`config.mk`:
```
export PLATFORM = sky130hd
export DESIGN_NAME = mem_port_arbiter
export DESIGN_NICKNAME = d
export VERILOG_FILES = /design/src/rtl/mem_port_arbiter.sv
export SDC_FILE = /design/constraint.sdc
export NUM_CORES = 1
export LEC_CHECK = 0
export CORE_MARGIN = 5
export CORE_UTILIZATION = 43
export DETAILED_ROUTE_END_ITERATION = 8
export PLACE_DENSITY_LB_ADDON = 0.3
export SYNTH_ARGS = -nofsm -noshare
export SYNTH_HDL_FRONTEND = slang
export SYNTH_SLANG_ARGS = --single-unit
```
`constraint.sdc`:
```
create_clock -name clk -period 2.2 [get_ports clk]
set_clock_uncertainty 0.1 [all_clocks]
set_input_delay 0.66 -clock clk [delete_from_list [all_inputs] [get_ports clk]]
set_output_delay 0.66 -clock clk [all_outputs]
set_load 0.03 [all_outputs]
```
`src/rtl/mem_port_arbiter.sv`:
```
// Two-port arbiter/sequencer in front of a single-ported data memory: IDLE -> ACCESS -> ACK.
// Define ARB_ROUND_ROBIN_EN for round-robin tie-breaking; otherwise the data port wins ties.
module mem_port_arbiter #(
   parameter int unsigned ADDR_W    = 22,
   parameter int unsigned DATA_W    = 32,
   parameter int unsigned MEM_DEPTH = 65536
) (
   input  logic              clk,
   input  logic              rst_n,
   input  logic              i_req,
   input  logic [ADDR_W-1:0] i_addr,
   output logic              i_ack,
   output logic [DATA_W-1:0] i_rd_data,
   output logic              i_err,
   input  logic              d_req,
   input  logic              d_wr,
   input  logic [ADDR_W-1:0] d_addr,
   input  logic [DATA_W-1:0] d_wrt_data,
   output logic              d_ack,
   output logic [DATA_W-1:0] d_rd_data,
   output logic              d_err,
   output logic [ADDR_W-1:0] mem_addr,
   output logic              mem_re,
   output logic              mem_we,
   output logic [DATA_W-1:0] mem_wrt_data,
   input  logic [DATA_W-1:0] mem_rd_data,
   output logic              busy
);

   typedef enum logic [1:0] {StIdle, StAccess, StAck} state_e;

   state_e            state_q, state_d;
   logic              last_d_q, last_d_d;    // 1 = data port held the last grant
   logic              grant_d_q, grant_d_d;  // 1 = current transaction belongs to the data port
   logic              err_q, err_d;
   logic [ADDR_W-1:0] mem_addr_q, mem_addr_d;
   logic              mem_re_q, mem_re_d;
   logic              mem_we_q, mem_we_d;
   logic [DATA_W-1:0] mem_wrt_data_q, mem_wrt_data_d;
   logic [DATA_W-1:0] i_rd_data_q, i_rd_data_d;
   logic [DATA_W-1:0] d_rd_data_q, d_rd_data_d;
   logic              i_ack_q, i_ack_d;
   logic              d_ack_q, d_ack_d;
   logic              i_err_q, i_err_d;
   logic              d_err_q, d_err_d;
   logic              pick_d;
   logic              i_in_range, d_in_range;

   assign i_in_range = 32'(i_addr) < MEM_DEPTH;
   assign d_in_range = 32'(d_addr) < MEM_DEPTH;

   always_comb begin
      pick_d = d_req;
      if (i_req && d_req) begin
`ifdef ARB_ROUND_ROBIN_EN
         pick_d = ~last_d_q;
`else
         pick_d = 1'b1;
`endif
      end
   end

   always_comb begin
      state_d        = state_q;
      last_d_d       = last_d_q;
      grant_d_d      = grant_d_q;
      err_d          = err_q;
      mem_addr_d     = mem_addr_q;
      mem_re_d       = 1'b0;
      mem_we_d       = 1'b0;
      mem_wrt_data_d = mem_wrt_data_q;
      i_rd_data_d    = i_rd_data_q;
      d_rd_data_d    = d_rd_data_q;
      i_ack_d        = 1'b0;
      d_ack_d        = 1'b0;
      i_err_d        = 1'b0;
      d_err_d        = 1'b0;
      unique case (state_q)
         StIdle: begin
            if (i_req || d_req) begin
               grant_d_d = pick_d;
               last_d_d  = pick_d;
               state_d   = StAccess;
               if (pick_d) begin
                  mem_addr_d = d_addr;
                  err_d      = ~d_in_range;
                  mem_re_d   = d_in_range & ~d_wr;
                  mem_we_d   = d_in_range & d_wr;
                  if (d_wr) mem_wrt_data_d = d_wrt_data;
               end else begin
                  mem_addr_d = i_addr;
                  err_d      = ~i_in_range;
                  mem_re_d   = i_in_range;
               end
            end
         end
         StAccess: begin
            state_d = StAck;
            if (grant_d_q) begin
               d_ack_d = 1'b1;
               d_err_d = err_q;
               if (err_q) d_rd_data_d = '0;
               else if (mem_re_q) d_rd_data_d = mem_rd_data;
            end else begin
               i_ack_d = 1'b1;
               i_err_d = err_q;
               if (err_q) i_rd_data_d = '0;
               else if (mem_re_q) i_rd_data_d = mem_rd_data;
            end
         end
         StAck:   state_d = StIdle;
         default: state_d = StIdle;
      endcase
   end

   always_ff @(posedge clk or negedge rst_n) begin
      if (!rst_n) begin
         state_q        <= StIdle;
         last_d_q       <= 1'b1;
         grant_d_q      <= 1'b0;
         err_q          <= 1'b0;
         mem_addr_q     <= '0;
         mem_re_q       <= 1'b0;
         mem_we_q       <= 1'b0;
         mem_wrt_data_q <= '0;
         i_rd_data_q    <= '0;
         d_rd_data_q    <= '0;
         i_ack_q        <= 1'b0;
         d_ack_q        <= 1'b0;
         i_err_q        <= 1'b0;
         d_err_q        <= 1'b0;
      end else begin
         state_q        <= state_d;
         last_d_q       <= last_d_d;
         grant_d_q      <= grant_d_d;
         err_q          <= err_d;
         mem_addr_q     <= mem_addr_d;
         mem_re_q       <= mem_re_d;
         mem_we_q       <= mem_we_d;
         mem_wrt_data_q <= mem_wrt_data_d;
         i_rd_data_q    <= i_rd_data_d;
         d_rd_data_q    <= d_rd_data_d;
         i_ack_q        <= i_ack_d;
         d_ack_q        <= d_ack_d;
         i_err_q        <= i_err_d;
         d_err_q        <= d_err_d;
      end
   end

   assign i_ack        = i_ack_q;
   assign i_err        = i_err_q;
   assign i_rd_data    = i_rd_data_q;
   assign d_ack        = d_ack_q;
   assign d_err        = d_err_q;
   assign d_rd_data    = d_rd_data_q;
   assign mem_addr     = mem_addr_q;
   assign mem_re       = mem_re_q;
   assign mem_we       = mem_we_q;
   assign mem_wrt_data = mem_wrt_data_q;
   assign busy         = (state_q != StIdle);

endmodule

```
==> key figures <==
Critical path
  • Slowest CP cell: dfrtp_1
  • CP Cell Sequence: nor2_4, inv_1, buf_4
  • RR Endpoint: d_rd_data[31]
  • CP endpoint kind: output port
  • CP max stage delay: 440 ps
  • Crit Path Max Fanout: 5
  • WS Path Type: register to output port
  • Worst EP arrival: 1280 ps
  • CP Launch Type: register
  • Reg2Reg Setup Slack: 340 ps
  • Worst reg2reg path startpoint: state_q[1]
  • R2R depth: 4
  • Worst Path Required: 1440 ps

Drt
  • Routed len/inst: 17.7 µm
  • Post-route antenna net violation count: 0
  • First DRT Iteration DRCs: 204
  • DR vias/cell: 4.83
  • Number of remaining DRC errors: 0
  • Drt total wl: 14.4 mm
  • Via count: 3,934
  • DRT Pass-1 Iters: 4

Timing
  • Unrepaired setup endpoints after global routing: false
  • WHS: 16.4 ps
  • Hold Vio Cnt, Final: 0
  • Max Freq: 490 MHz
  • Setup TNS: 0 ps
  • Final Cycle Share: 0.928
  • Final setup fails: 0
  • Relative slew slack: 0.732
  • Final min period: 2040 ps
  • Slew at the pin closest to its max-slew limit: 403 ps
  • Pins Over Slew Limit: 0

Synth
  • Post-synthesis register bit count: 128
  • Post-Syn Instances: 374
  • Sequential fraction of the synthesis area: 0.565
  • Yosys warns: 0
  • Synth cell types: 27
  • Top FF cell, synth: dfrtp_1
  • Syn Area/Cell: 15.2 µm²
  • Cell area after synthesis: 0.00567 mm²
  • Post-synth EDFFs: 0
  • Share of flip-flops with an asynchronous set or reset: 1.00
  • Syn Nets: 487

Power and ir drop
  • PwrDens: 1590 mW/mm²
  • Final Power: 13,800 µW
  • Maximum vdd drop: 0.000888 V
  • Leak: 0.00430 µW

Global route
  • Antenna violations before repair: 0
  • Total grt overflow: 0
  • Vias in the first global route: 4,399
  • GRT Total Usage: 0.188
  • Largest net degree at the start of global routing: 58
  • First-pass GRT wire length: 23.4 mm

Die
  • Die area: 0.0156 mm²
  • Core region area: 0.0131 mm²
  • Io pins: 238
  • Core Rows: 42
  • Die Wd: 125 µm
  • Die height: 125 µm
  • Initial Util: 0.434

Hold path
  • Hold Crit Class: primary input to asynchronous set/reset pin

Layout
  • Share of cells above drive strength 1: 0.224
  • Fin util: 0.664
  • Antenna Cells: 0
  • Layout net count: 739
  • Final Cell Area: 0.00869 mm²
  • Area delta synth->final: 53.2%

Clock tree
  • CTS Root Cell: clkbuf_16
  • Htree depth: 4
  • Hold-fix buffers, CTS: 0
  • CTS tree: yes
  • Clock Latency Late Sink: 410 ps
  • Longest Clk Path Bufs: 2
  • CTS clk-pin slew, worst paths: 60 ps
  • Clock sinks: 128
  • TritonCTS Buffers: 17

Placed design
  • Placed wire-length estimate: 10.4 mm
  • Port bufs: 237
  • Final GP Congestion: 0.811
  • Post-place instance area: 0.00827 mm²

Status
  • Status: finished, final reports clean

Flow run
  • Max cap viols: 0
## critical path: cells and delay by family, from the launching register on
kind          cells  cell delay (ps)
buf+inv           2              260
flops             1              440
simple gates      1              170
## kinds of logic (layout without fill, tap and decap cells)
group / after synthesis / after routing / share of synthesized area
flip-flops: 128 / 128 / 0.565
multiplexers: 118 / 118 / 0.288
AND/OR/NAND/NOR: 53 / 53 / 0.0598
AO/OA/AOI/OAI: 49 / 49 / 0.0443
buffers and inverters: 26 / 291 / 0.0430
## flip-flops by register name, summed over array words and instances (netlist names)
name / count
d_ack: 1
d_err: 1
d_rd_data: 32
err_q: 1
grant_d_q: 1
i_ack: 1
i_err: 1
i_rd_data: 32
mem_addr: 22
mem_re: 1
mem_we: 1
mem_wrt_data: 32
state_q: 2
## cells in the mapped netlist (2+ instances only)
cell type,instances,area share
nor2b_1,27,0.030
mux2_4,89,0.24
nor2_1,3,0.0020
o21ai_0,29,0.026
mux2i_1,22,0.039
nor4_1,2,0.0022
buf_2,3,0.0026
o21ai_1,17,0.015
inv_1,2,0.0013
nand2_1,2,0.0013
buf_12,6,0.021
and2_1,3,0.0033
mux2_1,7,0.014
clkbuf_1,9,0.0060
dfrtp_1,128,0.56
and3_1,4,0.0044
and2b_1,6,0.0079
buf_6,6,0.012
## how the worst max path moves through the flow
stage / from / to / slack, ps / cells after the start
finish: state_q[1] / busy / 160 / 3
global route: state_q[1] / busy / 60 / 3
CTS: i_rd_data[13] / i_rd_data[13] / 1 / 1
detailed placement: d_req / err_q / -9 / 5
global placement: d_req / mem_addr[1] / 30 / 6
floorplan: d_req / mem_wrt_data[10] / 380 / 5
## final cells by class
class | instances | area [µm²]
tap | 176 | 220
timing repair buffer | 257 | 2460
clock inverter | 6 | 80.1
fill | 991 | 4390
clock buffer | 26 | 489
sequential | 128 | 3200
inverter | 2 | 7.51
multi-input combinational | 220 | 2230
## cell usage in the layout (no fill, tap or decap), drive strengths merged, types with 3 or more instances in the layout
cell,synthesis,layout
and2,3,3
and2b,6,6
and3,4,4
buf,15,22
clkbuf,9,26
clkdlybuf4s50,0,111
clkinv,0,4
dfrtp,128,128
dlygate4sd2,0,122
mux2,96,96
mux2i,22,22
nor2,4,4
nor2b,28,28
o21ai,46,46
## routing by layer
metal	up-vias	global-route usage	wire length, µm
li1	1809	-	-
met5	-	0	0
met4	0	0.0695	298
met2	189	0.288	6470
met3	24	0.0836	1370
met1	1912	0.235	6260
## per-stage QoR
step / worst slack (ps) / instances
after detailed placement: -9.02 / 783
after CTS: 1.20 / 815
after floorplan: 380 / 374
after global placement: 26.2 / 783
final: 159 / 815
after global routing: 62.1 / 815
## repair_timing
action                     in CTS  in global routing
setup endpoints to repair     122                  3
setup buffers                   0                  0
resized for setup             122                  3
## report_power, final
part / total, µW / internal, µW / switching, µW / leakage (µW)
Clock: 2700 / 1750 / 951 / 0.000282
Sequential: 4170 / 3520 / 654 / 0.00162
Combinational: 6910 / 2970 / 3950 / 0.00240
Total: 13800 / 8230 / 5550 / 0.00430
(Power assumes the default switching activity.)
